`src/rtl/note_recorder.sv`:
```
// Key-pattern recorder: captures the live 6-bit key vector as run-length events
// and replays them on other_sound, all paced by an internal tick divider.
module note_recorder #(
  parameter int DEPTH    = 64,
  parameter int TICK_DIV = 500000,
  parameter int DUR_W    = 16
) (
  input  logic                     clock,
  input  logic                     resetn,
  input  logic [5:0]               user_input,
  input  logic                     record,
  input  logic                     play,
  input  logic                     stop,
  output logic [5:0]               other_sound,
  output logic                     recording,
  output logic                     playing,
  output logic                     full,
  output logic [$clog2(DEPTH):0]   event_count
);

  localparam int AW = $clog2(DEPTH);
  localparam int CW = AW + 1;
  localparam int TW = $clog2(TICK_DIV);
  localparam logic [DUR_W-1:0] DUR_MAX = '1;
  localparam logic [DUR_W-1:0] DUR_ONE = DUR_W'(1);

  typedef enum logic [1:0] {IDLE, REC, PLAY} state_t;

  typedef struct packed {
    logic [5:0]       vec;
    logic [DUR_W-1:0] dur;
  } event_t;

  state_t           state, state_nxt;
  logic [TW-1:0]    tick_cnt;
  event_t           run;
  event_t           mem [DEPTH];
  logic [AW-1:0]    idx;
  logic [AW-1:0]    idx_inc;
  logic [DUR_W-1:0] remaining;

  logic tick, same, rec_stop, rec_split, wr_en, wr_last;
  logic start_rec, start_play, next_ok, play_end;
  logic [DUR_W-1:0] wr_dur;

  assign tick       = (state != IDLE) && (tick_cnt == TW'(TICK_DIV - 1));
  assign same       = (user_input == run.vec) && (run.dur != DUR_MAX);
  assign rec_stop   = (state == REC) && stop;
  assign rec_split  = (state == REC) && !stop && tick && !same;
  assign wr_en      = rec_stop || rec_split;
  assign wr_last    = (event_count == CW'(DEPTH - 1));
  // A stop landing on a merging tick still credits that tick to the final run.
  assign wr_dur     = (tick && same) ? run.dur + 1'b1 : run.dur;
  assign start_rec  = (state == IDLE) && record && !stop;
  assign start_play = (state == IDLE) && play && !record && !stop && (event_count != '0);
  assign idx_inc    = idx + 1'b1;
  assign next_ok    = ({1'b0, idx} + 1'b1) < event_count;
  assign play_end   = (state == PLAY) &&
                      (stop || (tick && (remaining <= DUR_ONE) && !next_ok));

  // NOTE: sequential state uses non-blocking assignments so every register
  // samples pre-edge values, regardless of process ordering.
  always_ff @(posedge clock or posedge resetn) begin
    if (resetn) state <= IDLE;
    else        state <= state_nxt;
  end

  // NOTE: every always_comb output gets a default first so no latch is inferred.
  always_comb begin
    state_nxt = state;
    case (state)
      IDLE: if (start_rec) state_nxt = REC;
            else if (start_play) state_nxt = PLAY;
      REC:  if (rec_stop || (rec_split && wr_last)) state_nxt = IDLE;
      PLAY: if (play_end) state_nxt = IDLE;
      default: state_nxt = IDLE;
    endcase
  end

  always_comb begin
    recording = (state == REC);
    playing   = (state == PLAY);
  end

  // NOTE: the event memory has no reset; event_count alone defines which
  // slots are valid, so stale contents are never observed.
  always_ff @(posedge clock) begin
    if (wr_en) mem[event_count[AW-1:0]] <= '{vec: run.vec, dur: wr_dur};
  end

  always_ff @(posedge clock or posedge resetn) begin
    if (resetn) begin
      tick_cnt    <= '0;
      run         <= '0;
      idx         <= '0;
      remaining   <= '0;
      other_sound <= '0;
      event_count <= '0;
      full        <= 1'b0;
    end else begin
      if (state == IDLE || tick) tick_cnt <= '0;
      else                       tick_cnt <= tick_cnt + 1'b1;

      if (start_rec) begin
        event_count <= '0;
        full        <= 1'b0;
        run         <= '{vec: user_input, dur: DUR_ONE};
      end

      if (state == REC) begin
        if (wr_en) begin
          event_count <= event_count + 1'b1;
          if (wr_last) full <= 1'b1;
        end
        if (rec_split)          run     <= '{vec: user_input, dur: DUR_ONE};
        else if (tick && same)  run.dur <= run.dur + 1'b1;
      end

      if (start_play) begin
        idx         <= '0;
        other_sound <= mem[0].vec;
        remaining   <= mem[0].dur;
      end

      if (state == PLAY) begin
        if (play_end) begin
          other_sound <= '0;
        end else if (tick) begin
          if (remaining > DUR_ONE) begin
            remaining <= remaining - 1'b1;
          end else begin
            idx         <= idx_inc;
            other_sound <= mem[idx_inc].vec;
            remaining   <= mem[idx_inc].dur;
          end
        end
      end
    end
  end

endmodule

```
`config.mk`:
```
export PLATFORM = sky130hd
export DESIGN_NAME = note_recorder
export DESIGN_NICKNAME = d
export VERILOG_FILES = /design/src/rtl/note_recorder.sv
export SDC_FILE = /design/constraint.sdc
export NUM_CORES = 2
export LEC_CHECK = 0
export ABC_AREA = 1
export ABC_CLOCK_PERIOD_IN_PS = 6750
export BUFFER_PORTS_ARGS = -buffer_cell sky130_fd_sc_hd__buf_2
export CAP_MARGIN = 15
export CORE_ASPECT_RATIO = 1.25
export CORE_MARGIN = 3
export CORE_UTILIZATION = 25
export CTS_BUF_LIST = sky130_fd_sc_hd__clkbuf_4 sky130_fd_sc_hd__clkbuf_8
export DETAILED_ROUTE_END_ITERATION = 8
export GPL_TIMING_DRIVEN = 0
export SLEW_MARGIN = 20
export SYNTH_ARGS = -nofsm -noshare
export SYNTH_HDL_FRONTEND = slang
export SYNTH_SLANG_ARGS = --single-unit
```
`constraint.sdc`:
```
create_clock -name clock -period 6.75 [get_ports clock]
set_input_delay 1.6875 -clock clock [delete_from_list [all_inputs] [get_ports clock]]
set_output_delay 1.6875 -clock clock [all_outputs]
set_load 0.01 [all_outputs]
```
==> results.py <==
metrics = {
    "run_status": {
        "status": "finished, final reports clean",
    },
    "critical_path": {
        "critPathTopFamily": "simple AND/OR/NAND/NOR gates",
        "worst-path-stages": 13,
        "crit_required_ns": 7.64,
        "cp_slowest_cell": "clkbuf_1",
        "rr_endpoint": "remaining[0]",
        "worstSetupStartpoint": "idx[0]",
        "endpoint": "remaining[0]",
        "start_kind": "flip-flop",
        "cp_max_fo": 10,
        "ff2ff_path_depth": 13,
        "crit_type": "reg -> reg",
        "crit_path_end_kind": "flip-flop",
        "reg2reg_from": "idx[0]",
        "crit_path_max_incr_delay_ns": 0.88,
        "cp_common_cell": "nand3_1",
        "cp.arrival_ns": 5.48,
        "crit_chain": "ha_1 > buf_2 > inv_1 > buf_2 > clkbuf_1 > nand3_1 > nand3_1 > nand3_1 > nand3_1 > nand3_1 > nand2_1 > nand2_1 > a21oi_2",
        "worst-path-buf-inv": 4,
        "r2r_slack_ns": 2.16,
    },
    "synthesis": {
        "netlist.area_leader.share": 0.668,
        "syn_inst": 5854,
        "synth_edf_count": 1408,
        "ys_seq_area_frac": 0.699,
        "ys_warn_count": 0,
        "yosys.cell_count.top_type": "nand2_1",
        "syn_nets": 5878,
        "yosys-top-cells-count": "nand2_1 (1851), edfxtp_1 (1408), nand3_1 (963), nor2_1 (440), inv_1 (354)",
        "synthFlopType": "edfxtp_1",
        "synthTopCellsByArea": "edfxtp_1 (67%), nand2_1 (11%), nand3_1 (7.6%), dfrtp_1 (3.1%), nor2_1 (2.6%)",
        "synth_area_per_cell_um2": 10.8,
        "synth.distinct_cells": 42,
        "postSynth.asyncResetShare": 0.0531,
        "synth_top_area_cell": "edfxtp_1",
        "ys_seq_elements": 1487,
        "netlist_area_um2": 63300,
    },
    "cts": {
        "insertion_delay_ns": 0.98,
        "cts_hold_buf": 0,
        "cts_tree": "done",
        "h-tree-depth": 4,
        "ctsLongestPathBuffers": 3,
        "numCtsBuffers": 219,
        "cts-resized-gates": 0,
        "path_clk_slew_ns": 0.07,
        "clkSinkCount": 1487,
        "cts_root_buf": "clkbuf_8",
        "post-cts-setup-buffer-count": 0,
    },
    "power": {
        "leakagePower_nw": 28.2,
        "powerDensity_nw_per_um2": 261,
        "vdd_drop_max_v": 0.000159,
        "p_total_mw": 19.6,
    },
    "place": {
        "dp_hpwl_um": 182000,
        "place_area_um2": 71000,
        "gp_congestion": 1.00,
        "port-buffer-count": 26,
        "pre_cts_slack_ns": 1.98,
        "dpl.cell_count": 9308,
    },
    "detailed_routing": {
        "via_count": 47900,
        "viasPerCell": 4.94,
        "ant_nets": 0,
        "drc": 0,
        "wl_per_cell_um": 25.9,
        "dr_wl_met3_um": 26700,
        "top_layer_used": "met5",
        "wl_um": 252000,
        "wirelength_met1_um": 86800,
        "first_iter_violations": 6632,
        "met2_length_um": 114000,
        "drt_first_pass_iters": 8,
    },
    "floorplanning": {
        "die-area_um2": 259000,
        "start_util": 0.252,
        "die_y_um": 569,
        "num_rows": 205,
        "core-area_um2": 251000,
        "fp.dieW_um": 456,
        "ioPinCount": 27,
    },
    "finish": {
        "final_area_um2": 75100,
        "fin_cells": 9707,
        "syn2layout_area_growth_pct": 18.6,
        "nets": 6241,
        "fillers": 25500,
        "layout-drive-gt1-share": 0.132,
        "fin_util": 0.299,
    },
    "hold_path": {
        "hp-class": "reg -> reg",
    },
    "timing": {
        "period_share": 0.679,
        "skew_ns": 0.0380,
        "fin_crit_ns": 4.59,
        "slew_headroom": 0.141,
        "rsz0062_at_grt": "no",
        "layout_setup_ws_ns": 2.16,
        "setup_viol": 0,
        "worstMarginPinSlew_ns": 1.29,
        "finalHoldViolations": 0,
        "final_max_slew_viol_count": 0,
        "tns_ns": 0,
        "fmax_ghz": 0.218,
        "hold_ws_ns": 0.476,
    },
    "global_routing": {
        "grt_use_total": 0.188,
        "grt_pass1_vias": 45500,
        "grt_antenna_before_repair": 12,
        "grt_max_degree": 67,
        "grt_pass1_wl_um": 346000,
        "grt_overflow_total": 0,
    },
    "flow_run": {
        "max_cap_violations": 0,
    },
}
power breakdown:
part / total (mW) / internal [mW] / switching (mW)
sequential: 10.7 / 10.3 / 0.315
combinational: 1.85 / 0.483 / 1.37
clock: 7.12 / 3.53 / 3.60
total: 19.6 / 14.3 / 5.28
placed cells by master, fill, tap and decap left out, drive strengths merged, types with 4 or more instances in the layout:
cell type / instances
nand2: 1859
edfxtp: 1408
nand3: 969
nor2: 448
buf: 382
inv: 369
clkbuf: 364
o21ai: 215
clkinv: 98
dfrtp: 79
o211ai: 48
a21oi: 42
nor3: 20
xor2: 17
ha: 13
or2: 13
nand4: 12
clkinvlp: 7
diode: 5
o22ai: 5
mux2: 5
xnor2: 4
bufinv: 4
how the worst min path moves through the flow:
stage                startpoint           to  slack (ns)  cells past startpoint
floorplan           tick_cnt[0]  tick_cnt[0]        0.43                      1
global placement    tick_cnt[0]  tick_cnt[0]        0.44                      1
detailed placement  tick_cnt[0]  tick_cnt[0]        0.46                      1
CTS                 tick_cnt[0]  tick_cnt[0]        0.47                      1
global route        tick_cnt[0]  tick_cnt[0]        0.49                      1
finish              tick_cnt[0]  tick_cnt[0]        0.48                      1
per-layer routing:
metal,vias to the layer above,global-route usage
met1,23200,0.216
met5,-,0
met4,10,0.152
met3,820,0.0463
li1,20700,-
met2,3129,0.300
cell type report:
class                           count  area (um^2)  share of cell area
Inverter                          365         1370              0.0183
Multi-Input combinational cell   3679        16800               0.223
Clock inverter                    113          634             0.00845
Clock buffer                      281         3490              0.0465
Sequential cell                  1487        44300               0.589
Timing Repair Buffer              142         2830              0.0376
Tap cell                         3312         4140              0.0552
Antenna cell                        5         12.5            0.000167
Buffer                            323         1590              0.0211
flip-flops by register name, summed over array words and instances (netlist names):
name         cells
mem           1408
run             22
tick_cnt        19
remaining       16
event_count      7
idx              6
other_sound      6
state            2
full             1
logic make-up after synthesis:
family | synth area share
AOI/OAI and AO/OA | 0.0277
xor gates and xnor gates | 0.00302
adders and majority gates | 0.00257
buffers and inverters | 0.0467
DFF | 0.699
muxes | 0.000889
and+or+nand+nor | 0.220
Power figures use the tool's default switching activity.
